**config.mk**
```make
export PLATFORM = sky130hd
export DESIGN_NAME = mod_match_type_run_encoder
export DESIGN_NICKNAME = d
export VERILOG_FILES = /design/src/rtl/mod_match_type_run_encoder.sv
export SDC_FILE = /design/constraint.sdc
export NUM_CORES = 1
export LEC_CHECK = 0
export BUFFER_PORTS_ARGS = -buffer_cell sky130_fd_sc_hd__clkbuf_2
export CORE_MARGIN = 8
export CORE_UTILIZATION = 30
export CTS_BUF_LIST = sky130_fd_sc_hd__clkbuf_4 sky130_fd_sc_hd__clkbuf_8 sky130_fd_sc_hd__clkbuf_16
export DETAILED_ROUTE_END_ITERATION = 10
export GPL_TIMING_DRIVEN = 1
export PLACE_DENSITY = 0.48
export SKIP_CTS_REPAIR_TIMING = 1
export SYNTH_ARGS = -nofsm -noshare
export SYNTH_HDL_FRONTEND = slang
export SYNTH_SLANG_ARGS = --single-unit
```
**constraint.sdc**
```tcl
create_clock -name clk -period 4.4 [get_ports clk]
set_clock_uncertainty 0.15 [all_clocks]
set_input_delay 0.88 -clock clk [delete_from_list [all_inputs] [get_ports clk]]
set_output_delay 0.88 -clock clk [all_outputs]
set_load 0.01 [all_outputs]
```
**src/rtl/mod_match_type_run_encoder.sv**
```systemverilog
// Run-length encoder for the 2-bit match-type stream of the wildcard match
// classifier. Consecutive identical types are collapsed into {type, length}
// records on a registered valid/ready output. A saturating per-type
// occurrence histogram is kept alongside for debug readback.
module mod_match_type_run_encoder #(
  parameter int unsigned CNT_W  = 8,
  parameter int unsigned HIST_W = 16
) (
  input  logic              clk,
  input  logic              rst,
  // Match-type input stream
  input  logic              in_valid,
  output logic              in_ready,
  input  logic [1:0]        in_match_type,
  input  logic              in_flush,
  // Histogram control and readback
  input  logic              in_clear_hist,
  input  logic [1:0]        in_hist_sel,
  // Run record output stream
  output logic              out_valid,
  input  logic              out_ready,
  output logic [1:0]        out_type,
  output logic [CNT_W-1:0]  out_run_len,
  output logic [HIST_W-1:0] out_hist_count
);

  // Longest run a single record can carry; longer runs are split here.
  localparam logic [CNT_W-1:0]  RunMax  = {CNT_W{1'b1}};
  localparam logic [HIST_W-1:0] HistMax = {HIST_W{1'b1}};

  typedef enum logic [1:0] {
    StIdle,
    StRun,
    StFlushWait
  } state_e;

  state_e state_q, state_d;

  // Open run
  logic [1:0]       cur_type_q, cur_type_d;
  logic [CNT_W-1:0] cur_len_q, cur_len_d;

  // Output record register
  logic             out_valid_q, out_valid_d;
  logic [1:0]       out_type_q, out_type_d;
  logic [CNT_W-1:0] out_run_len_q, out_run_len_d;

  // Per-type occurrence counters, indexed by match type
  logic [3:0][HIST_W-1:0] hist_q, hist_d;

  logic             slot_free;
  logic             accept;
  logic             emit;
  logic [1:0]       emit_type;
  logic [CNT_W-1:0] emit_len;

  // Output slot can take a new record if empty or being drained this cycle.
  always_comb begin
    slot_free = !out_valid_q || out_ready;
  end

  // Input handshake. Back-pressure applies to every beat in RUN, including
  // beats that would only extend the run, so in_ready stays a simple function.
  always_comb begin
    in_ready = !rst && !in_flush && (state_q != StFlushWait) &&
               ((state_q == StIdle) || slot_free);
    accept   = in_valid && in_ready;
  end

  // Run tracking FSM: next state, open run and record emission.
  always_comb begin
    state_d    = state_q;
    cur_type_d = cur_type_q;
    cur_len_d  = cur_len_q;
    emit       = 1'b0;
    emit_type  = cur_type_q;
    emit_len   = cur_len_q;

    case (state_q)
      StIdle: begin
        // A flush with no open run has nothing to close.
        if (accept) begin
          cur_type_d = in_match_type;
          cur_len_d  = CNT_W'(1);
          state_d    = StRun;
        end
      end

      StRun: begin
        if (in_flush) begin
          if (slot_free) begin
            emit      = 1'b1;
            cur_len_d = '0;
            state_d   = StIdle;
          end else begin
            state_d = StFlushWait;
          end
        end else if (accept) begin
          if ((in_match_type == cur_type_q) && (cur_len_q != RunMax)) begin
            cur_len_d = cur_len_q + CNT_W'(1);
          end else begin
            // Type change or full-length run: close it and start afresh.
            emit       = 1'b1;
            cur_type_d = in_match_type;
            cur_len_d  = CNT_W'(1);
          end
        end
      end

      StFlushWait: begin
        if (slot_free) begin
          emit      = 1'b1;
          cur_len_d = '0;
          state_d   = StIdle;
        end
      end

      default: begin
        state_d   = StIdle;
        cur_len_d = '0;
      end
    endcase
  end

  // Output record: a new emit overrides a same-cycle consume.
  always_comb begin
    out_valid_d   = out_valid_q;
    out_type_d    = out_type_q;
    out_run_len_d = out_run_len_q;
    if (emit) begin
      out_valid_d   = 1'b1;
      out_type_d    = emit_type;
      out_run_len_d = emit_len;
    end else if (out_valid_q && out_ready) begin
      out_valid_d = 1'b0;
    end
  end

  // Histogram update: clear beats a same-cycle increment; counters saturate.
  always_comb begin
    hist_d = hist_q;
    if (in_clear_hist) begin
      hist_d = '0;
    end else if (accept && (hist_q[in_match_type] != HistMax)) begin
      hist_d[in_match_type] = hist_q[in_match_type] + HIST_W'(1);
    end
  end

  // State and datapath registers.
  always_ff @(posedge clk or posedge rst) begin
    if (rst) begin
      state_q       <= StIdle;
      cur_type_q    <= '0;
      cur_len_q     <= '0;
      out_valid_q   <= 1'b0;
      out_type_q    <= '0;
      out_run_len_q <= '0;
      hist_q        <= '0;
    end else begin
      state_q       <= state_d;
      cur_type_q    <= cur_type_d;
      cur_len_q     <= cur_len_d;
      out_valid_q   <= out_valid_d;
      out_type_q    <= out_type_d;
      out_run_len_q <= out_run_len_d;
      hist_q        <= hist_d;
    end
  end

  // Output drive and histogram readback mux.
  always_comb begin
    out_valid      = out_valid_q;
    out_type       = out_type_q;
    out_run_len    = out_run_len_q;
    out_hist_count = hist_q[in_hist_sel];
  end

endmodule

```
==> results of run 1 <==
-- routing by layer --
metal	vias up	global-route usage [%]
li1	1781	-
met5	-	0
met1	1986	17.7
met4	0	3.45
met2	100	21.2
met3	4	3.55
-- registers in the layout, indices dropped and copies added (netlist names) --
name         cells
out_run_len      8
hist_q          64
cur_len_q        8
cur_type_q       2
out_type         2
state_q          2
out_valid        1
-- area by class of cell --
class	instances	share of cell area [%]
multi-input combinational	314	46.1
tap	220	4.78
sequential	87	37.8
timing repair buffer	55	5.57
inverter	10	0.674
clock buffer	11	4.28
clock inverter	5	0.718
-- report_power, final --
part           switching, mW  total [mW]  internal (mW)
logic                  0.193       0.329          0.135
registers             0.0429       0.890          0.847
clock network          0.348       0.758          0.410
-- cells by family (layout without fill, tap and decap cells) --
logic type	count (synthesis)	count (layout)	share of synthesized area (%)
multiplexers	47	47	17.5
flip-flops	87	87	42.7
XOR/XNOR	17	17	2.92
AND/OR/NAND/NOR	103	103	11.0
AO/OA/AOI/OAI	141	141	18.9
adder cells (fa/ha/maj)	6	6	1.47
buffers and inverters	47	81	5.59
-- worst min-delay path by stage --
stage	startpoint	to	slack (ps)	cells after the start
2_1_floorplan	cur_len_q[7]$_DFFE_PP0P_	cur_len_q[7]$_DFFE_PP0P_	310	1
3_3_place_gp	out_run_len[3]$_DFFE_PP0P_	out_run_len[3]$_DFFE_PP0P_	330	1
3_5_place_dp	out_type[1]$_DFFE_PP0P_	out_type[1]$_DFFE_PP0P_	340	1
4_1_cts	out_type[1]$_DFFE_PP0P_	out_type[1]$_DFFE_PP0P_	350	1
5_1_grt	out_type[1]$_DFFE_PP0P_	out_type[1]$_DFFE_PP0P_	380	1
6_report	out_type[1]$_DFFE_PP0P_	out_type[1]$_DFFE_PP0P_	340	1
-- worst register-to-register path, cell delays in order (launching register included) --
cell,delay (ps)
dfrtp_1,410
mux4_2,580
ha_1,290
nand4_1,130
buf_4,170
or4_4,710
a21oi_1,170
a211oi_1,270
-- Yosys cell counts (4+ instances only) --
master    count  area share, %
o21ai_0       7           0.69
inv_1        10           0.74
ha_1          6            1.5
mux2_1        9            2.0
buf_4         4           0.59
o31ai_1       4           0.59
nor3_1       31            3.0
dfrtp_1      87             43
mux4_2       30             13
nand3_1      14            1.4
nor2_1       16            1.2
buf_2         8           0.78
a21oi_1      47            4.6
nor4_1        6           0.74
clkbuf_1     12           0.88
a211oi_1     48            7.1
nand2_1      15            1.1
buf_6         9            2.0
xnor2_1      16            2.7
a21oi_2      22            3.8
-- layout by cell type (no fill, tap or decap), types with 3 or more instances in the layout --
master	netlist	routed
a211oi_1	48	48
a21oi_1	47	47
a21oi_2	22	22
a22oi_1	3	3
buf_4	4	18
clkbuf_16	0	9
clkbuf_2	0	37
dfrtp_1	87	87
ha_1	6	6
inv_1	10	9
mux2_1	9	9
mux2_2	3	3
mux2i_1	3	3
mux4_2	30	30
nand2_1	15	15
nand2b_1	3	3
nand3_1	14	14
nand4_1	3	3
nor2_1	16	16
nor2b_1	3	3
nor3_1	31	30
nor4_1	6	6
o21ai_0	7	7
o31ai_1	4	4
xnor2_1	16	16
-- stage by stage --
step                      instance area [um2]  power, mW
after CTS                                5750       2.00
after global routing                     5750       2.07
after detailed placement                 5470       1.24
final                                    5750       1.98
after global placement                   5470       1.23
after floorplan                          5100       1.14
==> flow_summary.ini, run 1 <==
[clock_network]
numClockSinks = 87
clk_latency_ps = 350
cts_buffers = 9
clkTransAtPathRegs_ps = 70
h-tree-depth = 3
cts_tree = built
root_buffer = clkbuf_16
clockBufferDepth = 2

[setup_path]
crit_cells = 8
slowest_delay_ps = 870
worstSetupStartpointType = input pin
critPathMaxFanout = 64
arrival_ps = 3460
cp-endpoint = hist_q[28]$_DFFE_PP0P_
crit_chain = clkbuf_2 -> mux4_2 -> ha_1 -> nand4_1 -> buf_4 -> or4_4 -> a21oi_1 -> a211oi_1
required_ps = 4430
cp_top_family = simple AND/OR/NAND/NOR gates
r2r_start = hist_q[48]$_DFFE_PP0P_
crit_start = in_match_type[1]
worstRegToRegCells = 7
r2r-end = hist_q[28]$_DFFE_PP0P_
critPathBufInv = 2
r2r_slack_ps = 1410
crit_path_top_delay_cell = or4_4
endpoint_kind = register
critPathKind = in -> reg

[layout]
final_nets = 493
multi_input_area_um2 = 2660
syn2layout_area_growth_pct = 12.8
post-route-util_pct = 34.7
n_fill_cell = 1683
regArea_um2 = 2180
drive_gt1_share_pct = 28.2
antennaDiodeCount = 0
layout.cells.non_filler = 702

[global_route]
antenna_found_initial = 0
gr-usage-all-layers_pct = 13.4
first_global_vias = 3977
grt_max_degree = 65
grt_first_pass_wirelength_um = 23000
grt_overflow_total = 0

[power]
p_per_area_nw_per_um2 = 344
ir_worst_vdd_mv = 0.176
p_leak_nw = 2.29

[timing]
finalSetupViolations = 0
rsz0062_at_grt = no
drv_slew = 0
hold_slack_ps = 343
tightestPinTransition_ps = 1150
max_freq_ghz = 0.292
fin_setup_tns_ps = 0
slew_headroom_pct = 23.1
hold_violations = 0
fin_crit_ps = 3430
fin_crit_sh_pct = 77.9
setup_ws_ps = 971

[detailed_routing]
dr.pass1.iters = 6
met1Wirelength_um = 6520
wl_met3_um = 781
drt-total-wl_um = 14000
drtIter0Drc = 291
antenna_left = 0
wl_per_cell_um = 20.0
via_per_inst = 5.51
top_layer = met4
vias = 3871
drc = 0
wl_met2_um = 6650

[worst_hold_path]
hp-class = reg -> reg

[yosys]
ys_seq_area_share_pct = 42.7
ys_ff_latch = 87
synth.cell_area_um2 = 5100
ys_types = 46
yosys_warnings = 0
synth_edf_count = 0
ys.flop_type = dfrtp_1
syn_nets = 464
synth_cells = 448
synth_async_sr_flop_share_pct = 100
synth_area_per_cell_um2 = 11.4

[flow_run]
maxCapViolCount = 0

[floorplan]
coreArea_um2 = 16600
top_level_ports = 38
rows = 47
dieWidth_um = 146
fp.dieH_um = 146
initial_core_util_pct = 30.8
dieArea_um2 = 21400

[placed_design]
gp_congestion = 0.753
io_buffers = 37
post-place-ws_ps = 639
hpwl_um = 9360
dp_cells = 686

[outcome]
status = finished clean
No activity file was read; power rests on OpenSTA's default activity.
==> inputs of run 2 (changes only) <==
--- a/config.mk
+++ b/config.mk
@@ -11,7 +11,7 @@
 export CTS_BUF_LIST = sky130_fd_sc_hd__clkbuf_4 sky130_fd_sc_hd__clkbuf_8 sky130_fd_sc_hd__clkbuf_16
 export DETAILED_ROUTE_END_ITERATION = 10
 export GPL_TIMING_DRIVEN = 1
-export PLACE_DENSITY = 0.48
+export PLACE_DENSITY = 0.49
 export SKIP_CTS_REPAIR_TIMING = 1
 export SYNTH_ARGS = -nofsm -noshare
 export SYNTH_HDL_FRONTEND = slang
==> constraint.sdc (replaced) <==
create_clock -name clk -period 3.15 [get_ports clk]
set_clock_uncertainty 0.15 [all_clocks]
set_input_delay 0.63 -clock clk [delete_from_list [all_inputs] [get_ports clk]]
set_output_delay 0.63 -clock clk [all_outputs]
set_load 0.01 [all_outputs]
==> flow_summary.ini, run 2 (same netlist as run 1, synthesis figures left out) <==
[setup_path]
arrival_ps = 2890
crit_start = in_match_type[0]
worstRegToRegCells = 7
critPathKind = in -> reg
worstSetupStartpointType = input pin
r2r_start = hist_q[16]$_DFFE_PP0P_
required_ps = 3260
r2r-end = hist_q[15]$_DFFE_PP0P_
cp-endpoint = hist_q[15]$_DFFE_PP0P_
endpoint_kind = register
r2r_slack_ps = 590
critPathMaxFanout = 12

[clock_network]
clk_latency_ps = 350
clkTransAtPathRegs_ps = 60
root_buffer = clkbuf_16
numClockSinks = 87
h-tree-depth = 3
cts_buffers = 9
cts_tree = built
clockBufferDepth = 2

[timing]
setup_ws_ps = 368
hold_slack_ps = 214
slew_headroom_pct = 48.7
max_freq_ghz = 0.359
tightestPinTransition_ps = 764
rsz0062_at_grt = no
fin_crit_sh_pct = 88.3
drv_slew = 0
finalSetupViolations = 0
hold_violations = 0
fin_crit_ps = 2780

[placed_design]
io_buffers = 37
post_dp_cell_area_um2 = 5730
hpwl_um = 9730
post-place-ws_ps = -4.89
dp_cells = 714
gp_congestion = 0.812

[power]
p_seq_share_pct = 44.3
sw_frac_of_total_pct = 28.4
p_int_mw = 2.01
comb_power_share_pct = 17.1
clockPowerShare_pct = 38.6
ir_worst_vdd_mv = 0.272
p_switching_mw = 0.800
p_per_area_nw_per_um2 = 467
p_leak_nw = 2.46

[floorplan]
initial_core_util_pct = 30.8
rows = 47
fp.dieH_um = 146
dieWidth_um = 146
top_level_ports = 38
dieArea_um2 = 21400
coreArea_um2 = 16600

[global_route]
gr-usage-all-layers_pct = 13.5
grt_overflow_total = 0
grt_max_degree = 88
first_global_vias = 3967
busiest_layer = met2
use_met3_pct = 3.77
grt_use_met2_pct = 20.9
use_met1_pct = 18.2
antenna_found_initial = 0
grt_first_pass_wirelength_um = 23000

[layout]
final_nets = 521
top_register = hist_q
fin_area_um2 = 6020
largest_reg_flops = 64
final_cell_mix = 87 x dfrtp_1, 48 x a211oi_1, 47 x a21oi_1, 42 x buf_4, 37 x clkbuf_2
layout.cells.non_filler = 730
drive_gt1_share_pct = 32.2
final_common_cell = dfrtp_1
antennaDiodeCount = 0
syn2layout_area_growth_pct = 18.0
n_fill_cell = 1667

[outcome]
status = finished clean

[detailed_routing]
drc = 0
drtIter0Drc = 239
antenna_left = 0
wl_per_cell_um = 19.2
vias = 3967
via_per_inst = 5.43
drt-total-wl_um = 14000
dr.pass1.iters = 4

[flow_run]
maxCapViolCount = 0

[worst_hold_path]
hp-class = in -> async
==> run 2: cell count changes in the layout (fill, tap and decap cells not counted), sizes merged <==
cell,previous run,this run
buf,18,46
bufinv,0,1
clkbuf,48,46
clkinv,2,5
clkinvlp,2,0
==> run 2: layout make-up <==
cell class	count	area [um2]	share of cell area, %
clock buffer	9	225	3.74
inverter	10	38.8	0.644
clock inverter	7	71.3	1.18
multi-input combinational	314	2660	44.1
tap	220	275	4.57
timing repair buffer	83	581	9.64
sequential	87	2180	36.1
==> run 2: worst min-delay path by stage <==
stage | startpoint | to | slack, ps | cells past startpoint
after global routing | rst | out_run_len[0]$_DFFE_PP0P_ | 260 | 3
after CTS | rst | state_q[0]$_DFFE_PP0P_ | 250 | 3
after floorplan | cur_len_q[7]$_DFFE_PP0P_ | cur_len_q[7]$_DFFE_PP0P_ | 310 | 1
final | rst | out_valid$_DFFE_PP0P_ | 210 | 3
after global placement | out_run_len[4]$_DFFE_PP0P_ | out_run_len[4]$_DFFE_PP0P_ | 330 | 1
after detailed placement | out_run_len[0]$_DFFE_PP0P_ | out_run_len[0]$_DFFE_PP0P_ | 330 | 1
==> run 2: stage by stage <==
step	total power, mW	utilization (%)	TNS (ps)
after floorplan	1.59	-	0
after global placement	1.75	34.5	0
after detailed placement	1.75	34.5	-12.5
after CTS	2.86	36.3	0
after global routing	2.96	36.3	0
final	2.81	36.3	0
==> run 2: power by group through the flow <==
stage          Sequential (mW)  Combinational (mW)  Clock [mW]
6_report                  1.24               0.482        1.08
5_1_grt                   1.26               0.535        1.17
4_1_cts                   1.24               0.489        1.12
3_5_place_dp              1.27               0.489           0
3_3_place_gp              1.27               0.482           0
2_1_floorplan             1.26               0.333           0
==> run 2: routing by layer <==
metal / part of all wire (%) / routed length, um
met2: 46 / 6450
met3: 4.9 / 684
met5: 0 / 0
met1: 48 / 6700
met4: 1.3 / 182
==> run 2: worst max-delay path, cell delays in order <==
cell and delay [ps]:
clkbuf_2 140, buf_4 210, mux4_2 400, nand4_4 140
nor4_2 720, nor2_1 130, buf_4 240, a211oi_1 250
==> inputs of run 3 (changes only) <==
--- a/config.mk
+++ b/config.mk
@@ -8,7 +8,7 @@
 export BUFFER_PORTS_ARGS = -buffer_cell sky130_fd_sc_hd__clkbuf_2
 export CORE_MARGIN = 8
 export CORE_UTILIZATION = 30
-export CTS_BUF_LIST = sky130_fd_sc_hd__clkbuf_4 sky130_fd_sc_hd__clkbuf_8 sky130_fd_sc_hd__clkbuf_16
+export CTS_BUF_LIST = sky130_fd_sc_hd__clkbuf_4 sky130_fd_sc_hd__clkbuf_8
 export DETAILED_ROUTE_END_ITERATION = 10
 export GPL_TIMING_DRIVEN = 1
 export PLACE_DENSITY = 0.49
==> flow_summary.ini, run 3 (same netlist as run 1, synthesis figures left out) <==
[global_route]
antenna_found_initial = 0
grt_first_pass_wirelength_um = 23000
use_met1_pct = 18.2
grt_overflow_total = 0
grt_max_degree = 88
use_met3_pct = 3.34
gr-usage-all-layers_pct = 13.4
busiest_layer = met2
grt_use_met2_pct = 20.9
first_global_vias = 3959

[setup_path]
endpoint_kind = register
critPathKind = in -> reg
cp-endpoint = hist_q[15]$_DFFE_PP0P_
r2r-end = hist_q[15]$_DFFE_PP0P_
worstRegToRegCells = 7
critPathMaxFanout = 12
required_ps = 3280
crit_start = in_match_type[0]
critPathBufInv = 3
crit_cells = 8
slowest_delay_ps = 730
crit_chain = clkbuf_2 -> buf_4 -> mux4_2 -> nand4_4 -> nor4_2 -> nor2_1 -> buf_4 -> a211oi_1
r2r_slack_ps = 590
crit_path_top_delay_cell = nor4_2
arrival_ps = 2880
cp_top_family = simple AND/OR/NAND/NOR gates
path_common_cell = buf_4
worstSetupStartpointType = input pin
r2r_start = hist_q[16]$_DFFE_PP0P_

[power]
total_power_mw = 2.53
ir_worst_vdd_mv = 0.240
p_per_area_nw_per_um2 = 427
p_leak_nw = 2.42

[clock_network]
cts_buffers = 9
clockBufferDepth = 2
h-tree-depth = 3
root_buffer = clkbuf_8
numClockSinks = 87
clk_latency_ps = 370
clkTransAtPathRegs_ps = 90
cts_tree = built

[outcome]
status = finished clean

[timing]
rsz0062_at_grt = no
setup_ws_ps = 392
slew_headroom_pct = 48.4
fin_crit_ps = 2760
max_freq_ghz = 0.363
finalSetupViolations = 0
fin_crit_sh_pct = 87.5
tightestPinTransition_ps = 767
drv_slew = 0
hold_violations = 0

[layout]
final_common_cell = dfrtp_1
top_register = hist_q
drive_gt1_share_pct = 32.2
largest_reg_flops = 64
fin_area_um2 = 5920
n_fill_cell = 1682
post-route-util_pct = 35.7
syn2layout_area_growth_pct = 16.1
final_cell_mix = 87 x dfrtp_1, 48 x a211oi_1, 47 x a21oi_1, 42 x buf_4, 37 x clkbuf_2
final_nets = 521
antennaDiodeCount = 0

[detailed_routing]
wl_per_cell_um = 19.2
vias = 3939
via_per_inst = 5.40
dr.pass1.iters = 4
antenna_left = 0
drtIter0Drc = 200
drc = 0
drt-total-wl_um = 14000

[floorplan]
rows = 47
coreArea_um2 = 16600
dieWidth_um = 146
top_level_ports = 38
dieArea_um2 = 21400
initial_core_util_pct = 30.8
fp.dieH_um = 146

[placed_design]
gp_congestion = 0.812
post-place-ws_ps = -4.89
post_dp_cell_area_um2 = 5730
io_buffers = 37
hpwl_um = 9730

[flow_run]
maxCapViolCount = 0

[worst_hold_path]
hp-class = in -> async
[run 3: cell counts in the layout (fill, tap and decap cells not counted)]
No cell type changed its count.
[run 3: power by group]
group	internal (mW)	total (mW)	leakage, nW	switching, mW
clock	0.370	0.805	0.104	0.435
combinational	0.210	0.483	1.11	0.272
sequential	1.18	1.24	1.20	0.0604
[run 3: how the worst min path moves through the flow]
stage,startpoint,end,slack (ps),cells after the start
after global routing,rst,out_run_len[0]$_DFFE_PP0P_,220,3
after CTS,rst,state_q[0]$_DFFE_PP0P_,210,3
final,rst,out_valid$_DFFE_PP0P_,190,3
after floorplan,cur_len_q[7]$_DFFE_PP0P_,cur_len_q[7]$_DFFE_PP0P_,310,1
after detailed placement,out_run_len[0]$_DFFE_PP0P_,out_run_len[0]$_DFFE_PP0P_,330,1
after global placement,out_run_len[4]$_DFFE_PP0P_,out_run_len[4]$_DFFE_PP0P_,330,1
[run 3: tightest hold or removal path, stage by stage]
cell	delay (ps)
clkbuf_2	100
clkinv_2	60
buf_12	360
[run 3: metal layers]
layer | share of wire [%] | up-vias
met5 | 0 | -
met4 | 1.3 | 0
met3 | 5.4 | 12
met2 | 46 | 107
met1 | 47 | 1989
li1 | - | 1831
[run 3: area by class of cell]
| cell class | count | area, um2 | area share [%] |
|---|---|---|---|
| Multi-Input combinational cell | 314 | 2660 | 44.8 |
| Sequential cell | 87 | 2180 | 36.8 |
| Timing Repair Buffer | 83 | 581 | 9.80 |
| Tap cell | 220 | 275 | 4.65 |
| Clock buffer | 9 | 124 | 2.09 |
| Clock inverter | 7 | 71.3 | 1.20 |
| Inverter | 10 | 38.8 | 0.655 |
[run 3: metrics by stage]
stage / cells / TNS (ps) / hold slack (ps)
finish: 730 / 0 / 192
global placement: 714 / 0 / 330
CTS: 730 / 0 / 206
floorplan: 448 / 0 / 315
global route: 730 / 0 / 218
detailed placement: 714 / -12.5 / 334
